## config.mk

```make
export PLATFORM = sky130hd
export DESIGN_NAME = noc_pe_tx
export DESIGN_NICKNAME = d
export VERILOG_FILES = /design/src/rtl/router_pkg.sv /design/src/rtl/noc_sync2.sv /design/src/rtl/noc_pe_tx.sv
export SDC_FILE = /design/constraint.sdc
export NUM_CORES = 1
export LEC_CHECK = 0
export CAP_MARGIN = 25
export CORE_MARGIN = 3
export CORE_UTILIZATION = 50
export DETAILED_ROUTE_END_ITERATION = 10
export PLACE_DENSITY = 0.72
export SETUP_SLACK_MARGIN = 0.05
export SLEW_MARGIN = 20
export SYNTH_ARGS = -nofsm -noshare
export SYNTH_HDL_FRONTEND = slang
export SYNTH_SLANG_ARGS = --single-unit
```

## constraint.sdc

```tcl
create_clock -name clk -period 5.2 [get_ports clk]
set_clock_uncertainty 0.1 [all_clocks]
set_input_delay 1.3 -clock clk [delete_from_list [all_inputs] [get_ports clk]]
set_output_delay 1.3 -clock clk [all_outputs]
set_load 0.01 [all_outputs]
```

## src/rtl/router_pkg.sv

```systemverilog
// Shared NoC definitions: control-bit positions, PE transmit FSM states and packet packing.
package router_pkg;

  localparam int CTRL_VALID_BIT = 0;
  localparam int CTRL_TAIL_BIT  = 1;
  // Packing is done at this fixed width; callers cast the result to their packet width.
  localparam int PKT_MAX        = 128;

  typedef enum logic [1:0] {
    IDLE,
    REQ_HI,
    WAIT_LO
  } tx_state_t;

  function automatic logic [PKT_MAX-1:0] pack_packet(
    input logic [PKT_MAX-1:0] dst_x,
    input logic [PKT_MAX-1:0] dst_y,
    input logic               last,
    input logic [PKT_MAX-1:0] payload,
    input int                 y_bits,
    input int                 payload_bits
  );
    logic [PKT_MAX-1:0] ctrl;
    ctrl                 = '0;
    ctrl[CTRL_TAIL_BIT]  = last;
    ctrl[CTRL_VALID_BIT] = 1'b1;
    return (dst_x << (y_bits + 2 + payload_bits)) |
           (dst_y << (2 + payload_bits)) |
           (ctrl << payload_bits) |
           payload;
  endfunction

endpackage

```

## src/rtl/noc_sync2.sv

```systemverilog
// Two-flop synchronizer for a single asynchronous level; clears to 0 on reset.
module noc_sync2 (
  input  logic clk,
  input  logic rst,
  input  logic i_d,
  output logic o_q
);

  logic r_meta;
  logic r_sync;

  always_ff @(posedge clk or posedge rst) begin
    if (rst) begin
      r_meta <= 1'b0;
      r_sync <= 1'b0;
    end else begin
      r_meta <= i_d;
      r_sync <= r_meta;
    end
  end

  assign o_q = r_sync;

endmodule

```

## src/rtl/noc_pe_tx.sv

```systemverilog
// PE-side NoC injector: FIFO-buffered local stream to a four-phase req/ack router port.
// Define NOC_PE_TX_STATS_EN to add the pkt_sent / stall_cycles counters.
module noc_pe_tx
  import router_pkg::*;
#(
  parameter int PAYLOAD     = 32,
  parameter int X_BITS      = 1,
  parameter int Y_BITS      = 1,
  parameter int SRC_X       = 0,
  parameter int SRC_Y       = 0,
  parameter int FIFO_DEPTH  = 4,
  parameter int PACKET_SIZE = X_BITS + Y_BITS + 2 + PAYLOAD
) (
  input  logic                          clk,
  input  logic                          rst,
  input  logic                          in_valid,
  output logic                          in_ready,
  input  logic [X_BITS-1:0]             in_dst_x,
  input  logic [Y_BITS-1:0]             in_dst_y,
  input  logic                          in_last,
  input  logic [PAYLOAD-1:0]            in_payload,
  output logic                          net_req,
  output logic [PACKET_SIZE-1:0]        net_data,
  input  logic                          net_ack,
  output logic                          drop_self,
  output logic                          busy,
  output logic [$clog2(FIFO_DEPTH):0]   fifo_count
`ifdef NOC_PE_TX_STATS_EN
  ,
  output logic [31:0]                   pkt_sent,
  output logic [31:0]                   stall_cycles
`endif
);

  localparam int AW = $clog2(FIFO_DEPTH);
  localparam int CW = AW + 1;

  logic [PACKET_SIZE-1:0] r_mem [FIFO_DEPTH];
  logic [CW-1:0]          r_wr_ptr;
  logic [CW-1:0]          r_rd_ptr;
  logic [PACKET_SIZE-1:0] r_net_data;
  logic                   r_net_req;
  logic                   r_drop;
  tx_state_t              r_state;
  tx_state_t              w_state_next;

  logic                   w_full;
  logic                   w_empty;
  logic                   w_self;
  logic                   w_push;
  logic                   w_pop;
  logic                   w_load;
  logic                   w_req_next;
  logic                   w_ack_s;
  logic [PACKET_SIZE-1:0] w_in_pkt;

  assign w_self   = (in_dst_x == X_BITS'(SRC_X)) && (in_dst_y == Y_BITS'(SRC_Y));
  assign w_empty  = (r_wr_ptr == r_rd_ptr);
  assign w_full   = (r_wr_ptr[AW] != r_rd_ptr[AW]) &&
                    (r_wr_ptr[AW-1:0] == r_rd_ptr[AW-1:0]);
  assign in_ready = !w_full && !rst;
  assign w_push   = in_valid && in_ready && !w_self;

  assign w_in_pkt = PACKET_SIZE'(pack_packet(PKT_MAX'(in_dst_x), PKT_MAX'(in_dst_y), in_last,
                                             PKT_MAX'(in_payload), Y_BITS, PAYLOAD));

  noc_sync2 u_ack_sync (
    .clk (clk),
    .rst (rst),
    .i_d (net_ack),
    .o_q (w_ack_s)
  );

  // Storage carries no reset; clearing the pointers is what discards the contents.
  always_ff @(posedge clk) begin
    if (w_push) begin
      r_mem[r_wr_ptr[AW-1:0]] <= w_in_pkt;
    end
  end

  always_ff @(posedge clk or posedge rst) begin
    if (rst) begin
      r_wr_ptr <= '0;
      r_rd_ptr <= '0;
      r_drop   <= 1'b0;
    end else begin
      if (w_push) r_wr_ptr <= r_wr_ptr + 1'b1;
      if (w_pop)  r_rd_ptr <= r_rd_ptr + 1'b1;
      r_drop <= in_valid && w_self;
    end
  end

  always_ff @(posedge clk or posedge rst) begin
    if (rst) begin
      r_state    <= IDLE;
      r_net_req  <= 1'b0;
      r_net_data <= '0;
    end else begin
      r_state   <= w_state_next;
      r_net_req <= w_req_next;
      if (w_load) r_net_data <= r_mem[r_rd_ptr[AW-1:0]];
    end
  end

  // An ack seen in IDLE is a protocol error and deliberately has no effect.
  always_comb begin
    w_state_next = r_state;
    w_req_next   = r_net_req;
    w_load       = 1'b0;
    w_pop        = 1'b0;
    case (r_state)
      IDLE: begin
        if (!w_empty) begin
          w_load       = 1'b1;
          w_req_next   = 1'b1;
          w_state_next = REQ_HI;
        end
      end
      REQ_HI: begin
        if (w_ack_s) begin
          w_req_next   = 1'b0;
          w_pop        = 1'b1;
          w_state_next = WAIT_LO;
        end
      end
      WAIT_LO: begin
        if (!w_ack_s) begin
          if (!w_empty) begin
            w_load       = 1'b1;
            w_req_next   = 1'b1;
            w_state_next = REQ_HI;
          end else begin
            w_state_next = IDLE;
          end
        end
      end
      default: begin
        w_req_next   = 1'b0;
        w_state_next = IDLE;
      end
    endcase
  end

  assign net_req    = r_net_req;
  assign net_data   = r_net_data;
  assign drop_self  = r_drop;
  assign busy       = !w_empty || (r_state != IDLE);
  assign fifo_count = r_wr_ptr - r_rd_ptr;

`ifdef NOC_PE_TX_STATS_EN
  logic [31:0] r_pkt_sent;
  logic [31:0] r_stall_cycles;

  always_ff @(posedge clk or posedge rst) begin
    if (rst) begin
      r_pkt_sent     <= '0;
      r_stall_cycles <= '0;
    end else begin
      if (r_state == REQ_HI && w_state_next == WAIT_LO) r_pkt_sent <= r_pkt_sent + 1'b1;
      if (in_valid && !in_ready) r_stall_cycles <= r_stall_cycles + 1'b1;
    end
  end

  assign pkt_sent     = r_pkt_sent;
  assign stall_cycles = r_stall_cycles;
`endif

endmodule

```

==> flow_summary.json <==
{
  "cts_tree": "built",
  "drcViolationCount": 0,
  "port_buffers": 81,
  "maxCapViolations": 0,
  "cts_buffers": 17,
  "worst_pin_slew_ps": 956,
  "root_buffer": "clkbuf_16",
  "place_congestion": 0.714,
  "clkSinkCount": 188,
  "critPathBufInv": 2,
  "min_period_ps": 3820,
  "hold_viol_final": 0,
  "first_global_vias": 3549,
  "ctsResizeCount": 0,
  "clk_latency_ps": 420,
  "stdcell_count": 601,
  "initial_utilization_pct": 52.4,
  "syn-instance-count": 320,
  "relSlewSlack_pct": 36.3,
  "outcome": "finished, final reports clean",
  "dp_hpwl_um": 7220,
  "synth_top_area_share_pct": 59.1,
  "syn-num-nets": 367,
  "antennaDiodeCount": 0,
  "layout-area-overhead-vs-synth_pct": 22.0,
  "drt_first_pass_iters": 4,
  "clockBufferDepth": 2,
  "path_common_cell": "clkdlybuf4s50_1",
  "worstSetupEndpointType": "output pin",
  "drive_gt1_share_pct": 26.6,
  "preCtsSetupSlack_ps": 1370,
  "async_flop_share_pct": 25.5,
  "criticalPathCategory": "in -> out",
  "arrival_ps": 2420,
  "worstPathCellList": "clkdlybuf4s50_1 > nor2_1 > clkdlybuf4s50_1",
  "synth_ff_type": "edfxtp_1",
  "drtIter0Drc": 276,
  "hp-class": "reg -> reg",
  "antenna_found_initial": 0,
  "synth_area_leaders": "edfxtp_1 (59%), dfrtp_1 (17%), mux4_2 (11%)",
  "ir_drop_mv": 0.290,
  "yosys.area.top_type": "edfxtp_1",
  "cp_top_family": "buffers and inverters",
  "grt_first_pass_wirelength_um": 19900,
  "clk_pin_slew_ps": 60,
  "drv_slew": 0,
  "hold_buffers": 0,
  "worst_path_max_delay_cell": "clkdlybuf4s50_1",
  "final_cell_mix": "edfxtp_1 (140), clkdlybuf4s50_1 (81), dfrtp_1 (46)",
  "ys_ff_latch": 188,
  "placedCellCount": 569,
  "dieArea_um2": 15700,
  "holdWs_ps": 253,
  "crit_required_ps": 3800,
  "grt_max_degree": 49,
  "fillers": 934,
  "setup_tns_ps": 0,
  "fin_ws_ps": 1380,
  "power_density_nw_per_um2": 588,
  "total_leakage_power_uw": 0.00308,
  "htreeDepth": 4,
  "synth_area_um2": 7110,
  "finalSetupViolCount": 0,
  "via_count": 3252,
  "viasPerCell": 5.41,
  "chipHeight_um": 125,
  "synth-seq-area-share_pct": 76.0,
  "grt_overflow": 0,
  "final_common_cell": "edfxtp_1",
  "period_share_pct": 73.5,
  "final_nets": 459,
  "fp-row-count": 42,
  "cp-start-kind": "input pin",
  "grtUsageTotal_pct": 16.9,
  "ys_warn_count": 0,
  "wl_per_cell_um": 20.3,
  "synth_edf_count": 140,
  "pin_count": 82,
  "rsz0062_at_grt": "no",
  "routed_wl_um": 12200,
  "ant_nets": 0,
  "slowest_delay_ps": 540,
  "cts_setup_buffers": 0,
  "path_max_fanout": 3,
  "core_area_um2": 13600,
  "synth.avg_cell_area_um2": 22.2,
  "synth_cell_types": 30,
  "die_w_um": 125,
  "fmax_mhz": 262
}
routing by layer:
layer  vias to the layer above  part of all wire (%)  global-route usage, %
met5                         -                     0                      0
met1                      1697                    43                   23.4
met4                         0                  0.89                   5.36
met3                        12                   5.9                   5.07
li1                       1449                     -                      -
met2                        94                    51                   26.4
worst reg2reg max path, cell delays in order, from the launching register on:
cell and delay (ps):
dfrtp_2 540, inv_1 80, ha_1 310, nand2_1 130, o211a_1 230, and2_2 810
power breakdown:
part	internal [uW]	switching, uW
Sequential	1920	149
Clock	745	517
Combinational	1030	747
Total	3690	1410
kinds of logic after synthesis:
logic type,share of synthesized area (%)
adders and majority gates,1.51
buffers and inverters,1.64
muxes,17.8
and+or+nand+nor,1.35
DFF,76.0
xor gates and xnor gates,0.845
AOI/OAI and AO/OA,0.792
cells in the mapped netlist (all sizes together) (2+ instances only):
cell type	n
nor2b	2
nand2	2
xnor2	6
ha	7
dfrtp	48
mux2	37
buf	10
clkbuf	2
nor2	4
nand2b	4
edfxtp	140
and2	3
inv	9
mux4	35
path summary, 6_finish.rpt:
kind                                    from             end  slack, ps  depth (start not counted)
setup reg to reg                 r_rd_ptr[1]     r_mem[1][7]       2610                          5
hold reg to reg            u_ack_sync.r_meta  u_ack_sync.o_q        250                          0
setup / recovery                         rst        in_ready       1380                          3
min in group asynchronous                rst    net_data[28]       1340                          3
max in group asynchronous                rst     r_rd_ptr[1]       3200                          3
hold / removal             u_ack_sync.r_meta  u_ack_sync.o_q        250                          0
through the flow:
| stage | power (uW) | area, um^2 | utilization (%) |
|---|---|---|---|
| floorplan | 3260 | 7110 | - |
| global placement | 3850 | 8100 | 59.7 |
| detailed placement | 3900 | 8100 | 59.7 |
| CTS | 5170 | 8680 | 64.0 |
| global route | 5370 | 8680 | 64.0 |
| finish | 5100 | 8680 | 64.0 |
state kept, by name, indices dropped and copies added, names as in the netlist:
name               flops
net_req                1
drop_self              1
r_rd_ptr               3
r_wr_ptr               3
r_state                2
u_ack_sync.o_q         1
u_ack_sync.r_meta      1
r_mem                140
net_data              36
cell type report:
| class | instances | area (um^2) | area share [%] |
|---|---|---|---|
| clock buffers | 17 | 425 | 4.90 |
| clock inverters | 15 | 155 | 1.79 |
| inverters | 9 | 33.8 | 0.389 |
| multi-input cells | 111 | 1590 | 18.4 |
| flip-flops and latches | 188 | 5410 | 62.3 |
| well taps | 176 | 220 | 2.54 |
| repair buffers | 85 | 841 | 9.69 |
Note: power is estimated with default switching activity, not from simulation.
